===== src/rtl/fu_wb_pkg.sv =====
// Shared types and defaults for the FU writeback collector.
package fu_wb_pkg;

    localparam int unsigned FuWbDepth    = 4;
    localparam int unsigned FuWbXlen     = 32;
    localparam int unsigned FuWbTransIdW = 3;

    typedef struct packed {
        logic [FuWbXlen-1:0]     result;
        logic [FuWbTransIdW-1:0] trans_id;
    } fu_wb_entry_t;

endpackage


===== src/rtl/fu_wb_fifo.sv =====
// DEPTH-entry flop FIFO of writeback entries with synchronous flush.
// A push into a full FIFO is accepted only when a pop frees a slot in the same cycle.
module fu_wb_fifo
    import fu_wb_pkg::*;
#(
    parameter int unsigned DEPTH = FuWbDepth
) (
    input  logic                       clk_i,
    input  logic                       rst_i,
    input  logic                       flush_i,
    input  logic                       push_i,
    input  logic                       pop_i,
    input  fu_wb_entry_t               data_i,
    output fu_wb_entry_t               data_o,
    output logic [$clog2(DEPTH+1)-1:0] count_o,
    output logic                       full_o,
    output logic                       empty_o
);

    localparam int unsigned PtrW = $clog2(DEPTH);
    localparam int unsigned CntW = $clog2(DEPTH + 1);

    fu_wb_entry_t    mem_q [DEPTH];
    logic [PtrW-1:0] wptr_q, rptr_q;
    logic [CntW-1:0] count_q, count_d;
    logic            do_push, do_pop;

    assign empty_o = (count_q == '0);
    assign full_o  = (count_q == CntW'(DEPTH));
    assign do_pop  = pop_i & ~empty_o;
    assign do_push = push_i & (~full_o | do_pop);
    assign data_o  = mem_q[rptr_q];
    assign count_o = count_q;

    always_comb begin
        count_d = count_q;
        if (do_push && !do_pop) begin
            count_d = count_q + CntW'(1);
        end else if (!do_push && do_pop) begin
            count_d = count_q - CntW'(1);
        end
    end

    always_ff @(posedge clk_i or posedge rst_i) begin
        if (rst_i) begin
            wptr_q  <= '0;
            rptr_q  <= '0;
            count_q <= '0;
            for (int unsigned i = 0; i < DEPTH; i++) begin
                mem_q[i] <= '0;
            end
        end else if (flush_i) begin
            wptr_q  <= '0;
            rptr_q  <= '0;
            count_q <= '0;
        end else begin
            if (do_push) begin
                mem_q[wptr_q] <= data_i;
                wptr_q        <= wptr_q + PtrW'(1);
            end
            if (do_pop) begin
                rptr_q <= rptr_q + PtrW'(1);
            end
            count_q <= count_d;
        end
    end

endmodule


===== src/rtl/fu_wb_collector.sv =====
// Buffers fixed-latency FU results and replays them onto the writeback port under valid/ack.
// Optional zero-latency bypass when the FIFO is empty: define FU_WB_COLLECTOR_BYPASS_EN.
module fu_wb_collector
    import fu_wb_pkg::*;
#(
    parameter int unsigned DEPTH      = FuWbDepth,
    parameter int unsigned XLEN       = FuWbXlen,
    parameter int unsigned TRANS_ID_W = FuWbTransIdW
) (
    input  logic                       clk_i,
    input  logic                       rst_i,
    input  logic                       flush_i,
    input  logic                       issue_valid_i,
    output logic                       issue_ready_o,
    input  logic                       fu_valid_i,
    input  logic [XLEN-1:0]            fu_result_i,
    input  logic [TRANS_ID_W-1:0]      fu_trans_id_i,
    output logic                       wb_valid_o,
    output logic [XLEN-1:0]            wb_result_o,
    output logic [TRANS_ID_W-1:0]      wb_trans_id_o,
    input  logic                       wb_ack_i,
    output logic [$clog2(DEPTH+1)-1:0] count_o,
    output logic                       overflow_o
);

    localparam int unsigned CntW  = $clog2(DEPTH + 1);
    localparam int unsigned UsedW = CntW + 1;
    localparam logic [UsedW-1:0] DepthC = UsedW'(DEPTH);

    logic [CntW-1:0]  inflight_q, inflight_d, fifo_count;
    logic [UsedW-1:0] used;
    logic             fifo_full, fifo_empty, fifo_push, fifo_pop;
    logic             issue_fire, violation, overflow_q;
    fu_wb_entry_t     fifo_din, fifo_dout;

    // Credits cover both buffered and in-flight results, so the FU can never overrun the FIFO.
    assign used          = {1'b0, fifo_count} + {1'b0, inflight_q};
    assign issue_ready_o = (used < DepthC) & ~flush_i;
    assign issue_fire    = issue_valid_i & issue_ready_o;

    assign fifo_din.result   = fu_result_i;
    assign fifo_din.trans_id = fu_trans_id_i;

`ifdef FU_WB_COLLECTOR_BYPASS_EN
    logic bypass;
    assign bypass        = fifo_empty & fu_valid_i & ~flush_i;
    assign wb_valid_o    = (~fifo_empty | fu_valid_i) & ~flush_i;
    assign wb_result_o   = bypass ? fu_result_i : fifo_dout.result;
    assign wb_trans_id_o = bypass ? fu_trans_id_i : fifo_dout.trans_id;
    // An entry acked straight off the FU never occupies a slot.
    assign fifo_push     = fu_valid_i & ~flush_i & ~(bypass & wb_ack_i);
`else
    assign wb_valid_o    = ~fifo_empty & ~flush_i;
    assign wb_result_o   = fifo_dout.result;
    assign wb_trans_id_o = fifo_dout.trans_id;
    assign fifo_push     = fu_valid_i & ~flush_i;
`endif

    assign fifo_pop = wb_valid_o & wb_ack_i & ~fifo_empty;

    // Either a result with no room for it, or a result nobody issued.
    assign violation = fu_valid_i & ((fifo_full & ~fifo_pop) | (inflight_q == '0));

    always_comb begin
        inflight_d = inflight_q;
        if (flush_i) begin
            inflight_d = '0;
        end else if (issue_fire && !fu_valid_i) begin
            inflight_d = inflight_q + CntW'(1);
        end else if (!issue_fire && fu_valid_i && inflight_q != '0) begin
            inflight_d = inflight_q - CntW'(1);
        end
    end

    always_ff @(posedge clk_i or posedge rst_i) begin
        if (rst_i) begin
            inflight_q <= '0;
            overflow_q <= 1'b0;
        end else begin
            inflight_q <= inflight_d;
            if (violation) begin
                overflow_q <= 1'b1;
            end
        end
    end

    assign overflow_o = overflow_q;
    assign count_o    = fifo_count;

    fu_wb_fifo #(
        .DEPTH (DEPTH)
    ) u_fifo (
        .clk_i   (clk_i),
        .rst_i   (rst_i),
        .flush_i (flush_i),
        .push_i  (fifo_push),
        .pop_i   (fifo_pop),
        .data_i  (fifo_din),
        .data_o  (fifo_dout),
        .count_o (fifo_count),
        .full_o  (fifo_full),
        .empty_o (fifo_empty)
    );

endmodule


===== config.mk =====
export PLATFORM = sky130hd
export DESIGN_NAME = fu_wb_collector
export DESIGN_NICKNAME = d
export VERILOG_FILES = /design/src/rtl/fu_wb_pkg.sv /design/src/rtl/fu_wb_fifo.sv /design/src/rtl/fu_wb_collector.sv
export SDC_FILE = /design/constraint.sdc
export NUM_CORES = 1
export LEC_CHECK = 0
export CELL_PAD_IN_SITES_DETAIL_PLACEMENT = 0
export CELL_PAD_IN_SITES_GLOBAL_PLACEMENT = 1
export CORE_MARGIN = 8
export CORE_UTILIZATION = 35
export CTS_CLUSTER_DIAMETER = 120
export DETAILED_ROUTE_END_ITERATION = 16
export PLACE_DENSITY = 0.73
export SLEW_MARGIN = 20
export SYNTH_ARGS = -nofsm -noshare
export SYNTH_HDL_FRONTEND = slang
export SYNTH_HIERARCHICAL = 1
export SYNTH_SLANG_ARGS = --single-unit

===== constraint.sdc =====
create_clock -name clk_i -period 6.2 [get_ports clk_i]
set_input_delay 0.62 -clock clk_i [delete_from_list [all_inputs] [get_ports clk_i]]
set_output_delay 0.62 -clock clk_i [all_outputs]
set_load 0.02 [all_outputs]

==> results of run 1 <==
-- worst max-delay path by stage --
stage	from	end	slack (ps)
after global placement	flush_i	u_fifo/mem_q[119]$_DFFE_PP0P_	2690
after detailed placement	flush_i	u_fifo/mem_q[114]$_DFFE_PP0P_	2610
after CTS	u_fifo/rptr_q[0]$_DFFE_PP0P_	wb_result_o[28]	2560
after global routing	u_fifo/rptr_q[0]$_DFFE_PP0P_	wb_result_o[28]	2500
after floorplan	rst_i	u_fifo/count_o[0]$_DFFE_PP0P_	1630
final	u_fifo/rptr_q[0]$_DFFE_PP0P_	wb_result_o[28]	2690
-- synth_stat cells, drive strengths merged --
cell	n
a211oi	1
o311ai	1
and4	2
a31oi	2
nor4b	3
buf	27
inv	10
nand2	2
nor4bb	4
nor3	3
nor4	1
nand2b	5
xor2	2
nor3b	1
mux2i	2
xnor2	2
a2111oi	1
ha	6
o21a	1
dfrtp	151
a221oi	1
o21ai	3
mux2	143
and2	2
nor2	14
fa	2
mux4	35
o31ai	2
nand3	2
clkbuf	4
a311oi	1
a21oi	1
or3	1
nor2b	3
-- worst register-to-register path: stages (launching register included) --
cell and delay [ps]:
dfrtp_1 590, nor3_1 140, nor3b_1 240, buf_4 210, nor4b_4 100, nor4bb_4 780
buf_4 460, mux2_4 350
-- logic make-up (layout without fill, tap and decap cells) --
group           Yosys count  after routing
mux                     180            180
flops                   151            151
simple gates             43             43
buf+inv                  41            136
compound gates           14             14
fa+ha+maj                 8              8
xor+xnor                  4              4
-- per-layer routing --
metal | global-route usage (%) | share of wire [%] | vias up
li1 | - | - | 1776
met1 | 17.1 | 46 | 2141
met2 | 21.2 | 48 | 89
met3 | 3.75 | 4.4 | 16
met4 | 3.79 | 1.4 | 0
met5 | 0 | 0 | -
-- sequential cells by signal (all words and copies together), names as in the netlist --
name / count
overflow_o: 1
u_fifo/count_o: 3
inflight_q: 3
u_fifo/wptr_q: 2
u_fifo/mem_q: 140
u_fifo/rptr_q: 2
-- metrics by stage --
stage / hold WS (ps) / cell area [um^2] / instances / utilization [%] / setup slack [ps]
5_1_grt: 504 / 9170 / 811 / 43.8 / 2500
3_5_place_dp: 455 / 8540 / 779 / 40.7 / 2610
4_1_cts: 476 / 9170 / 811 / 43.8 / 2560
2_1_floorplan: 386 / 7460 / 441 / - / 1630
6_report: 467 / 9170 / 811 / 43.8 / 2690
3_3_place_gp: 452 / 8540 / 779 / 40.7 / 2690
-- final cells by class --
type	count	area, um^2	area share (%)
Clock inverter	14	196	2.14
Timing Repair Buffer	94	908	9.90
Clock buffer	18	439	4.79
Multi-Input combinational cell	249	3460	37.7
Tap cell	275	344	3.75
Inverter	10	42.5	0.464
Sequential cell	151	3780	41.2
-- power by group through the flow --
stage / Combinational, uW / Sequential, uW / Clock, uW
CTS: 927 / 1340 / 1140
floorplan: 634 / 1300 / 0
global placement: 902 / 1340 / 0
detailed placement: 922 / 1350 / 0
finish: 911 / 1340 / 1110
global route: 978 / 1370 / 1180
==> run_results.csv, run 1 <==
group,metric,value,unit
timing,period_share,56.6,%
power_and_ir_drop,p_leak,0.00396,uW
worst_setup_path,end_kind,"primary output",
cts,cts_sinks,151,
synthesis,synth_nets,490,
worst_setup_path,worstRegToRegCells,7,
outcome,status,"completed",
die,dieArea,0.0262,mm^2
finish,syn_to_final_growth,23.0,%
place,dp_hpwl,10.5,mm
power_and_ir_drop,sw_frac_of_total,27.1,%
synthesis,ys_top_cells_by_area,"dfrtp_1, mux2_4, mux4_2",
worst_setup_path,cp.required,5580,ps
global_route,grt.overflow.total,0,
global_route,grt_pass1_vias,4727,
finish,mostFrequentLayoutCells,"dfrtp_1, mux2_4, clkdlybuf4s50_1, mux4_2, mux2_2",
finish,num-fill-cells,1886,
synthesis,synth_xor_area_share,0.470,%
power_and_ir_drop,seqPwrFrac,39.9,%
global_route,grt_max_degree,99,
worst_setup_path,cp_max_fo,21,
place,gp_congestion,0.752,
worst_setup_path,cp.depth,3,
synthesis,synth_top_area_share,50.7,%
synthesis,synth.cell_area,0.00746,mm^2
die,die_w,162,um
cts,root_buffer,"clkbuf_16",
timing,finalSetupViolations,0,
worst_setup_path,startpoint_type,"flip-flop",
power_and_ir_drop,power.share.clock,33.0,%
synthesis,synth-simple-area-share,3.81,%
power_and_ir_drop,switching_power,911,uW
drt,wire_per_inst,20.1,um
worst_setup_path,r2r_end,"u_fifo/mem_q[111]$_DFFE_PP0P_",
timing,hold_viol,0,
synthesis,yosysTopAreaCell,"dfrtp_1",
synthesis,synth_fa_ha_area_share,1.54,%
finish,n_antenna_cell,0,
drt,firstDrtPassIters,4,
global_route,antenna_found_initial,0,
synthesis,synth-seq-area-share,50.7,%
cts,postCtsSetupRepairBufs,0,
cts,clk_path_buf_depth,2,
cts,cts_htree_levels,4,
synthesis,syn_inst,441,
worst_setup_path,max_stage_delay,750,ps
global_route,track_usage,13.2,%
min_path,hp-start,"overflow_o$_DFFE_PP0P_",
min_path,min_path_cells,1,
synthesis,yosys_warnings,6,
timing,rsz0062_at_grt,"no",
timing,tightest_slew,1040,ps
worst_setup_path,rrSetupSlack,3220,ps
finish,nNetsFinal,572,
worst_setup_path,arrival,2890,ps
drt,via_per_inst,4.96,
drt,ant_nets,0,
drt,wirelength,16.3,mm
worst_setup_path,cp_num_buf_inv,2,
power_and_ir_drop,irDropWorstVdd,0.000179,V
power_and_ir_drop,powerDensity,367,mW/mm^2
timing,drv_slew,0,
power_and_ir_drop,total_power,3360,uW
synthesis,synth_top_family_by_area,"multiplexers",
drt,drcViolationCount,0,
cts,cts_hold_buf,0,
cts,cts_buffers,17,
synthesis,syn_area_per_cell,16.9,um^2
finish,mostFrequentLayoutCell,"dfrtp_1",
synthesis,ys_types,41,
min_path,hp-class,"flip-flop to flip-flop",
die,coreArea,0.0210,mm^2
die,num_rows,53,
min_path,hold-path-endpoint,"overflow_o$_DFFE_PP0P_",
die,die_h,162,um
worst_setup_path,path_cells,"buf_4 -> mux4_2 -> clkdlybuf4s50_1",
power_and_ir_drop,pwr-share-comb,27.1,%
die,pin_count,82,
drt,vias,4022,
cts,cts_tree,"yes",
timing,fin_skew,6.62,ps
worst_setup_path,crit_family,"buffers and inverters",
timing,finalCriticalPeriod,3510,ps
finish,drive_above_1_share,43.7,%
place,portBuffers,81,
cts,clkLatencyLatePin,410,ps
global_route,grt_pass1_wl,27.3,mm
cts,cts_resized,0,
worst_setup_path,worstSetupPathType,"flip-flop to primary output",
cts,path_clk_slew,60,ps
worst_setup_path,critical-path-slowest-cell,"dfrtp_2",
synthesis,ys_seq_elements,151,
timing,slew_headroom,31.0,%
synthesis,synth.area.mux_share,38.5,%
power_and_ir_drop,p_int,2450,uW
timing,setup_tns,0,ps
drt,drt_iter0_markers,224,
die,initial_core_util,35.6,%
timing,clock.fmax,0.285,GHz
worst_setup_path,r2r_start,"u_fifo/count_o[1]$_DFFE_PP0P_",
flow_run,maxCapViolations,0,
synthesis,synth_compound_area_share,1.33,%
Note: power is estimated with default switching activity, not from simulation.
==> run 2: changes to the inputs <==
==> constraint.sdc (replaced) <==
create_clock -name clk_i -period 3.5 [get_ports clk_i]
set_input_delay 0.35 -clock clk_i [delete_from_list [all_inputs] [get_ports clk_i]]
set_output_delay 0.35 -clock clk_i [all_outputs]
set_load 0.02 [all_outputs]
==> run 2 against run 1 <==
- total power rose by 79%
- global-route usage fell by 0.16 points
- cell count rose by 0.12%
- clock skew rose by 1.4 ps
- critical endpoint is now wb_result_o[16]
==> run_results.csv, run 2 (same netlist as run 1, synthesis figures left out) <==
group,metric,value,unit
outcome,status,"completed",
power_and_ir_drop,switching_power,1600,uW
cts,postCtsSetupRepairBufs,0,
power_and_ir_drop,irDropWorstVdd,0.000250,V
finish,largest_reg_flops,140,
timing,finalSetupViolations,0,
drt,ant_nets,0,
die,num_rows,53,
die,die_w,162,um
timing,hold_viol,0,
finish,n_antenna_cell,0,
global_route,grt_pass1_wl,26.8,mm
worst_setup_path,cp_num_buf_inv,2,
timing,rsz0062_at_grt,"no",
worst_setup_path,worstSetupPathType,"flip-flop to primary output",
timing,slew_headroom,39.8,%
power_and_ir_drop,seqPwrFrac,39.3,%
die,die_h,162,um
power_and_ir_drop,sw_frac_of_total,26.6,%
cts,cts_tree,"yes",
cts,cts_hold_buf,0,
global_route,grt_max_degree,73,
finish,mostFrequentLayoutCell,"dfrtp_1",
global_route,antenna_found_initial,1,
timing,clock.fmax,0.350,GHz
cts,cts_htree_levels,4,
timing,period_share,81.7,%
place,portBuffers,81,
cts,cts_sinks,151,
die,dieArea,0.0262,mm^2
global_route,grt_pass1_vias,4655,
power_and_ir_drop,p_leak,0.00398,uW
cts,clkLatencyLatePin,420,ps
drt,drt_iter0_markers,198,
timing,fin_ws,640,ps
global_route,track_usage,13.1,%
power_and_ir_drop,pwr-share-comb,26.9,%
cts,path_clk_slew,60,ps
worst_setup_path,critical-path-slowest-cell,"dfrtp_2",
finish,drive_above_1_share,43.6,%
timing,tightest_slew,904,ps
finish,syn_to_final_growth,23.9,%
worst_setup_path,cp_max_fo,20,
timing,setup_tns,0,ps
worst_setup_path,path_cells,"buf_4 -> mux4_2 -> clkdlybuf4s50_1",
drt,vias,4055,
place,pre_cts_ws,695,ps
drt,drcViolationCount,0,
timing,finalCriticalPeriod,2860,ps
worst_setup_path,arrival,2510,ps
worst_setup_path,cp.required,3150,ps
worst_setup_path,startpoint_type,"flip-flop",
cts,clk_path_buf_depth,2,
power_and_ir_drop,powerDensity,652,mW/mm^2
cts,cts_buffers,17,
drt,via_per_inst,4.99,
finish,utilization,44.1,%
place,dp_hpwl,10.1,mm
place,gp_congestion,0.758,
worst_setup_path,max_stage_delay,760,ps
timing,fin_skew,8.04,ps
cts,cts_resized,0,
cts,root_buffer,"clkbuf_16",
drt,wirelength,16.2,mm
finish,stdcell_count,812,
power_and_ir_drop,power.share.clock,33.8,%
worst_setup_path,crit_family,"buffers and inverters",
finish,mostFrequentLayoutCells,"dfrtp_1, mux2_4, clkdlybuf4s50_1, mux4_2, mux2_2",
worst_setup_path,end_kind,"primary output",
timing,drv_slew,0,
drt,firstDrtPassIters,4,
power_and_ir_drop,p_int,4420,uW
die,coreArea,0.0210,mm^2
die,initial_core_util,35.6,%
finish,top_register,"u_fifo/mem_q",
place,dp_cells,780,
die,pin_count,82,
min_path,hp-class,"input pin to asynchronous set/reset pin",
finish,nNetsFinal,573,
flow_run,maxCapViolations,0,
global_route,grt.overflow.total,0,
drt,wire_per_inst,20.0,um
==> run 2: changes by cell type in the layout (fill, tap and decap cells not counted), sizes merged <==
cell | before | now
inv | 14 | 12
buf | 13 | 14
bufinv | 4 | 5
clkbuf | 18 | 19
clkinv | 4 | 3
clkinvlp | 2 | 3
==> run 2: final timing paths <==
kind / from / end / slack [ps] / cells past startpoint
setup / recovery: u_fifo/rptr_q[1]$_DFFE_PP0P_ / wb_result_o[16] / 640 / 3
hold / removal: rst_i / overflow_o$_DFFE_PP0P_ / 190 / 2
setup reg to reg: u_fifo/count_o[0]$_DFFE_PP0P_ / u_fifo/mem_q[43]$_DFFE_PP0P_ / 1000 / 7
hold reg to reg: overflow_o$_DFFE_PP0P_ / overflow_o$_DFFE_PP0P_ / 470 / 1
max in group asynchronous: rst_i / u_fifo/mem_q[51]$_DFFE_PP0P_ / 2110 / 3
min in group clk_i: overflow_o$_DFFE_PP0P_ / overflow_o$_DFFE_PP0P_ / 470 / 1
==> run 2: area by class of cell <==
type	instances	area, um^2
clock buffers	19	443
clock inverters	13	218
fillers	1818	11700
inverters	10	41.3
multi-input cells	249	3460
flip-flops and latches	151	3780
well taps	275	344
repair buffers	95	953
==> run 2: through the flow <==
stage	power, uW	hold slack (ps)	cell area [um^2]
2_1_floorplan	3430	116	7460
3_3_place_gp	3960	452	8580
3_5_place_dp	4020	454	8580
4_1_cts	6110	176	9240
5_1_grt	6330	194	9240
6_report	6030	195	9240
==> run 2: power groups by stage <==
stage                     Sequential (uW)  Combinational, uW  Clock [uW]
final                                2370               1620        2040
after global routing                 2410               1740        2180
after CTS                            2370               1650        2100
after detailed placement             2390               1630           0
after global placement               2360               1600           0
after floorplan                      2300               1120           0
==> run 2: routing by layer <==
metal / wire length [um] / vias up / part of all wire, % / global-route usage (%)
li1: - / 1790 / - / -
met1: 7390 / 2148 / 46 / 16.4
met2: 7810 / 97 / 48 / 21.0
met3: 815 / 18 / 5.0 / 4.53
met4: 182 / 2 / 1.1 / 3.70
met5: 10 / - / 0.062 / 0
